### config.mk
export PLATFORM = sky130hd
export DESIGN_NAME = pixel_write_buffer_flat
export DESIGN_NICKNAME = d
export VERILOG_FILES = /design/src/rtl/pixel_write_buffer_if.sv /design/src/rtl/pixel_write_buffer.sv /design/src/flat_wrapper.sv
export SDC_FILE = /design/constraint.sdc
export NUM_CORES = 1
export LEC_CHECK = 0
export CORE_MARGIN = 1.5
export CORE_UTILIZATION = 30
export CTS_BUF_LIST = sky130_fd_sc_hd__clkbuf_4 sky130_fd_sc_hd__clkbuf_8
export DETAILED_ROUTE_END_ITERATION = 8
export DONT_BUFFER_PORTS = 1
export GPL_TIMING_DRIVEN = 0
export HOLD_SLACK_MARGIN = 0.1
export PLACE_DENSITY = 0.51
export SLEW_MARGIN = 20
export SYNTH_ARGS = -nofsm -noshare
export SYNTH_HDL_FRONTEND = slang
export SYNTH_SLANG_ARGS = --single-unit
### constraint.sdc
create_clock -name clock -period 2.82 [get_ports clock]
set_input_delay 0.846 -clock clock [delete_from_list [all_inputs] [get_ports clock]]
set_output_delay 0.846 -clock clock [all_outputs]
set_load 0.02 [all_outputs]
### src/rtl/pixel_write_buffer_if.sv
// Pixel write buffer bus: sprite-drawer side pixel stream, flush control,
// VGA-adapter side registered write port and buffer status.
interface pixel_write_buffer_if #(
  parameter int DEPTH = 8
);
  localparam int CW = $clog2(DEPTH) + 1;

  logic          plot;
  logic [8:0]    xCoord;
  logic [7:0]    yCoord;
  logic [2:0]    color;
  logic          flush;
  logic          vga_ready;
  logic          vga_plot;
  logic [8:0]    vga_x;
  logic [7:0]    vga_y;
  logic [2:0]    vga_color;
  logic          in_ready;
  logic [CW-1:0] count;
  logic          overflow;

  // Producer / consumer environment that drives the buffer.
  modport master (
    output plot, xCoord, yCoord, color, flush, vga_ready,
    input  vga_plot, vga_x, vga_y, vga_color, in_ready, count, overflow
  );

  // The buffer itself.
  modport slave (
    input  plot, xCoord, yCoord, color, flush, vga_ready,
    output vga_plot, vga_x, vga_y, vga_color, in_ready, count, overflow
  );
endinterface

### src/rtl/pixel_write_buffer.sv
// pixel_write_buffer: circular FIFO decoupling the sprite drawer from the
// VGA adapter write port. Entries are {x[8:0], y[7:0], color[2:0]}.
// The head entry is loaded into registered VGA outputs one cycle after it
// is popped; there is no push-to-output bypass, so an empty FIFO needs two
// edges from push to vga_plot.
// Optional build macro PIXEL_CLIP_EN: drop pixels outside 320x240 at the
// input (not stored, no count change, no overflow).
module pixel_write_buffer #(
  parameter int DEPTH = 8
) (
  input  logic                 clock,
  input  logic                 resetn,
  pixel_write_buffer_if.slave  bus
);
  localparam int PW = (DEPTH > 1) ? $clog2(DEPTH) : 1;
  localparam int CW = $clog2(DEPTH) + 1;

  // Storage (not reset) and registered state.
  logic [19:0]   mem_q [DEPTH];
  logic [PW-1:0] wr_ptr_q, wr_ptr_d;
  logic [PW-1:0] rd_ptr_q, rd_ptr_d;
  logic [CW-1:0] count_q, count_d;
  logic          vga_plot_q, vga_plot_d;
  logic [8:0]    vga_x_q, vga_x_d;
  logic [7:0]    vga_y_q, vga_y_d;
  logic [2:0]    vga_color_q, vga_color_d;
  logic          overflow_q, overflow_d;

  logic          accept_s;
  logic          full_s;
  logic          push_s;
  logic          pop_s;
  logic [19:0]   head_s;

  // Input qualification: which strobed pixels are candidates for storage.
  always_comb begin
    accept_s = 1'b0;
`ifdef PIXEL_CLIP_EN
    if (bus.plot && (bus.xCoord < 9'd320) && (bus.yCoord < 8'd240)) begin
      accept_s = 1'b1;
    end else begin
      accept_s = 1'b0;
    end
`else
    accept_s = bus.plot;
`endif
  end

  assign full_s = (count_q == CW'(DEPTH));
  assign push_s = accept_s && !full_s && !bus.flush;
  assign pop_s  = bus.vga_ready && (count_q != {CW{1'b0}}) && !bus.flush;
  assign head_s = mem_q[rd_ptr_q];

  // Next-state for pointers, occupancy, VGA output registers and overflow.
  always_comb begin
    wr_ptr_d    = wr_ptr_q;
    rd_ptr_d    = rd_ptr_q;
    count_d     = count_q;
    vga_plot_d  = 1'b0;
    vga_x_d     = vga_x_q;
    vga_y_d     = vga_y_q;
    vga_color_d = vga_color_q;
    overflow_d  = overflow_q;
    if (bus.flush) begin
      wr_ptr_d   = {PW{1'b0}};
      rd_ptr_d   = {PW{1'b0}};
      count_d    = {CW{1'b0}};
      vga_plot_d = 1'b0;
      overflow_d = 1'b0;
    end else begin
      if (push_s) begin
        wr_ptr_d = wr_ptr_q + PW'(1);
      end else begin
        wr_ptr_d = wr_ptr_q;
      end
      if (pop_s) begin
        rd_ptr_d    = rd_ptr_q + PW'(1);
        vga_plot_d  = 1'b1;
        vga_x_d     = head_s[19:11];
        vga_y_d     = head_s[10:3];
        vga_color_d = head_s[2:0];
      end else begin
        rd_ptr_d   = rd_ptr_q;
        vga_plot_d = 1'b0;
      end
      // A full-FIFO strobe is dropped even when a pop frees a slot this cycle.
      if (accept_s && full_s) begin
        overflow_d = 1'b1;
      end else begin
        overflow_d = overflow_q;
      end
      case ({push_s, pop_s})
        2'b10:   count_d = count_q + CW'(1);
        2'b01:   count_d = count_q - CW'(1);
        default: count_d = count_q;
      endcase
    end
  end

  // State registers with asynchronous active-low reset.
  always_ff @(posedge clock or negedge resetn) begin
    if (!resetn) begin
      wr_ptr_q    <= {PW{1'b0}};
      rd_ptr_q    <= {PW{1'b0}};
      count_q     <= {CW{1'b0}};
      vga_plot_q  <= 1'b0;
      vga_x_q     <= 9'd0;
      vga_y_q     <= 8'd0;
      vga_color_q <= 3'd0;
      overflow_q  <= 1'b0;
    end else begin
      wr_ptr_q    <= wr_ptr_d;
      rd_ptr_q    <= rd_ptr_d;
      count_q     <= count_d;
      vga_plot_q  <= vga_plot_d;
      vga_x_q     <= vga_x_d;
      vga_y_q     <= vga_y_d;
      vga_color_q <= vga_color_d;
      overflow_q  <= overflow_d;
    end
  end

  // Pixel storage write; contents are don't-care until written.
  always_ff @(posedge clock) begin
    if (push_s) begin
      mem_q[wr_ptr_q] <= {bus.xCoord, bus.yCoord, bus.color};
    end
  end

  assign bus.vga_plot  = vga_plot_q;
  assign bus.vga_x     = vga_x_q;
  assign bus.vga_y     = vga_y_q;
  assign bus.vga_color = vga_color_q;
  assign bus.count     = count_q;
  assign bus.overflow  = overflow_q;
  assign bus.in_ready  = (count_q < CW'(DEPTH));

endmodule
### src/flat_wrapper.sv
// flat-port wrapper written by rule: the top's interface ports become plain ports
module pixel_write_buffer_flat 
#(
  parameter int DEPTH = 8
)
  (clock, resetn, bus_plot, bus_xCoord, bus_yCoord, bus_color, bus_flush, bus_vga_ready, bus_vga_plot, bus_vga_x, bus_vga_y, bus_vga_color, bus_in_ready, bus_count, bus_overflow);
  pixel_write_buffer_if #(.DEPTH(DEPTH)) bus_i ();
  input  logic clock;
  input  logic resetn;
  input wire logic [$bits(bus_i.plot)-1:0] bus_plot;
  input wire logic [$bits(bus_i.xCoord)-1:0] bus_xCoord;
  input wire logic [$bits(bus_i.yCoord)-1:0] bus_yCoord;
  input wire logic [$bits(bus_i.color)-1:0] bus_color;
  input wire logic [$bits(bus_i.flush)-1:0] bus_flush;
  input wire logic [$bits(bus_i.vga_ready)-1:0] bus_vga_ready;
  output wire logic [$bits(bus_i.vga_plot)-1:0] bus_vga_plot;
  output wire logic [$bits(bus_i.vga_x)-1:0] bus_vga_x;
  output wire logic [$bits(bus_i.vga_y)-1:0] bus_vga_y;
  output wire logic [$bits(bus_i.vga_color)-1:0] bus_vga_color;
  output wire logic [$bits(bus_i.in_ready)-1:0] bus_in_ready;
  output wire logic [$bits(bus_i.count)-1:0] bus_count;
  output wire logic [$bits(bus_i.overflow)-1:0] bus_overflow;
  assign bus_i.plot = bus_plot;
  assign bus_i.xCoord = bus_xCoord;
  assign bus_i.yCoord = bus_yCoord;
  assign bus_i.color = bus_color;
  assign bus_i.flush = bus_flush;
  assign bus_i.vga_ready = bus_vga_ready;
  assign bus_vga_plot = bus_i.vga_plot;
  assign bus_vga_x = bus_i.vga_x;
  assign bus_vga_y = bus_i.vga_y;
  assign bus_vga_color = bus_i.vga_color;
  assign bus_in_ready = bus_i.in_ready;
  assign bus_count = bus_i.count;
  assign bus_overflow = bus_i.overflow;
  pixel_write_buffer #(.DEPTH(DEPTH)) u_core (.clock(clock), .resetn(resetn), .bus(bus_i));
endmodule
==> flow_summary.yaml <==
run_status:
  status: "completed"
synth:
  synthCells: 380
  yosys.area_share.simple_pct: 3.49
  synth-compound-area-share_pct: 2.60
  synth.most_common_cell: "edfxtp_1"
  yosys-top-cells-count: "edfxtp_1, mux4_2, nor2_1, dfrtp_1"
  synth_top_family_by_area: "multiplexers"
  ys.flop_type: "edfxtp_1"
  syn-num-nets: 410
  syn_avg_cell_area_um2: 19.5
  ys_warn_count: 0
  synthXorXnorAreaFrac_pct: 0.709
  synthDistinctLibCells: 28
  yosys.area.top_type: "edfxtp_1"
  ys_seq_area_share_pct: 75.6
  synth_top_area_share_pct: 64.8
  synth-seq-cells: 192
  netlist_area_um2: 7420
  synthAdderAreaFrac_pct: 0.945
  async_flop_share_pct: 16.7
  synth.area.top_cells: "edfxtp_1, mux4_2, dfrtp_1, mux2i_1, nor2_1"
  synth_edf_count: 160
  synth.mux.area_fraction_pct: 15.4
layout:
  layout-drive-gt1-share_pct: 27.1
  syn2layout_area_growth_pct: 16.5
  final_area_um2: 8640
  antenna_cells: 0
  stdcell_count: 752
  final_nets: 445
place:
  dp_hpwl_um: 9800
  pre_cts_slack_ns: -0.237
  io_buffers: 0
  placed_area_um2: 8140
  gp_congestion: 0.664
  dp.cells: 714
clock_tree:
  path_clk_slew_ns: 0.10
  cts_tree: "done"
  cts_sinks: 192
  clk_latency_ns: 0.45
  cts_max_level: 4
  clk_path_buf_depth: 2
  numCtsBuffers: 17
  cts_root_buf: "clkbuf_8"
timing:
  final_max_slew_viol_count: 0
  fmax_mhz: 363
  worst_slack_ns: 0.0666
  worst_pin_slew_ns: 0.977
  finalCritPeriodShare_pct: 97.6
  hold_ws_ns: 0.206
  maxSlewHeadroom_pct: 34.9
  setup_viol: 0
  fin_skew_ns: 0.0182
  hold_violations: 0
  rsz0062_at_grt: "true"
  min_period_ns: 2.75
floorplan:
  die_area_um2: 25700
  die_h_um: 160
  rows: 57
  die_w_um: 160
  core_area_um2: 24300
  start_util_pct: 30.5
  ios: 52
drt:
  vias_per_cell: 4.68
  drt-pass1-iter-count: 4
  vias: 3516
  drt_iter0_drc: 210
  final_antenna_net_count: 0
  drc: 0
  wire_per_inst_um: 20.5
  routed_wl_um: 15400
worst_setup_path:
  cp_slowest_cell: "or4b_4"
  critical_path_arrival_ns: 3.11
  worst-path-max-fanout: 7
  cp_slowest_stage_delay_ns: 0.57
  critPathRequiredTime_ns: 3.18
  endpoint_kind: "flop"
  worstPathCellList: "or4b_4 > buf_6 > a21oi_4 > nor2b_4 > ha_4 > a21oi_4 > nand2_2 > or4b_4 > o311ai_2"
  worstSetupStartpointType: "flop"
  worst-setup-path-type: "flop to flop"
run:
  max-cap-violations: 0
grt:
  antenna_found_initial: 0
  grt_overflow_total: 0
  grt_pass1_vias: 3832
  grt_pass1_wl_um: 23300
  track_usage_pct: 12.6
  grt_start_max_net_pins: 33
worst_hold_path:
  hold_path_class: "primary input to async pin"
power:
  p_leak_nw: 2.69
  finalPower_mw: 6.89
  vdd_ir_drop_max_v: 0.000320
  cellPowerDensity_nw_per_um2: 797
## path summary, 6_finish.rpt
kind,start,to,slack [ns],cells past startpoint
max,u_core.bus.count[2],u_core.bus.count[3],0.07,9
min,resetn,u_core.bus.vga_y[6],0.21,1
max reg2reg,u_core.bus.count[2],u_core.bus.count[3],0.07,9
min reg2reg,u_core.wr_ptr_q[0],u_core.wr_ptr_q[0],0.62,2
max in group asynchronous,resetn,u_core.bus.vga_y[2],2.39,1
min in group clock,bus_yCoord[1],u_core.mem_q[2][4],0.48,0
## cell families (layout without fill, tap and decap cells)
family	Yosys count	count (layout)
flops	192	192
mux	64	64
simple gates	58	58
compound gates	32	32
buf+inv	23	71
xor+xnor	6	6
fa+ha+maj	5	5
## worst max-delay path, delay by kind of cell, from the launching register on
kind                       cells  cell delay, ns
adders and majority gates      1            0.24
DFF                            1            0.53
and+or+nand+nor                4            1.40
buffers and inverters          1            0.14
AOI/OAI and AO/OA              3            0.35
## metal layers
metal	GRT usage (%)	up-vias	share of wire, %
met1	15.3	1845	42
met2	20.8	73	50
met5	0	-	0
met4	4.29	0	1.5
li1	-	1576	-
met3	4.68	22	6.3
## cell usage in the layout (no fill, tap or decap), drive strengths merged, types with 2 or more instances in the layout
cell / synthesis / layout
a211oi: 3 / 3
a21oi: 25 / 25
buf: 11 / 27
clkbuf: 10 / 29
clkinv: 0 / 3
clkinvlp: 0 / 4
dfrtp: 32 / 32
edfxtp: 160 / 160
ha: 4 / 4
inv: 2 / 8
mux2i: 24 / 24
mux4: 40 / 40
nand2: 5 / 5
nand2b: 5 / 5
nand3: 4 / 4
nor2: 37 / 37
nor3: 3 / 3
or4b: 2 / 2
xnor2: 3 / 3
xor2: 3 / 3
## flip-flops by register name, summed over array words and instances, names as in the netlist
signal and cells:
u_core.bus.vga_x 9, u_core.bus.count 4, u_core.mem_q 160, u_core.bus.vga_y 8, u_core.bus.overflow 1, u_core.rd_ptr_q 3, u_core.bus.vga_color 3, u_core.bus.vga_plot 1
u_core.wr_ptr_q 3
## stage by stage
step                utilization, %  setup TNS [ns]
finish                        35.5               0
detailed placement            33.5          -0.237
CTS                           35.2               0
global placement              32.2         -154.58
floorplan                        -               0
global route                  35.5         -0.0165
## timing repair
item	CTS	global route
setup endpoints to repair	1	1
buffers inserted	2	3
hold buffers	1	0
gates resized for setup	6	12
hold endpoints to repair	32	0
gates cloned	0	0
pin swaps	1	5
## area by class of cell
class                      instances  area [um2]
buffer                            21        98.8
clock buffer                      19         255
clock inverter                    13         101
fill                            2249       15700
inverter                           2        7.51
multi-input combinational        165        1860
sequential                       192        5610
tap                              324         405
timing repair buffer              16         308
## power breakdown
| part | switching (mW) | total [mW] | internal (mW) |
|---|---|---|---|
| combinational | 0.760 | 1.49 | 0.727 |
| clock | 0.985 | 1.64 | 0.658 |
| sequential | 0.421 | 3.76 | 3.34 |
| total | 2.17 | 6.89 | 4.72 |
Note: power is estimated with default switching activity, not from simulation.
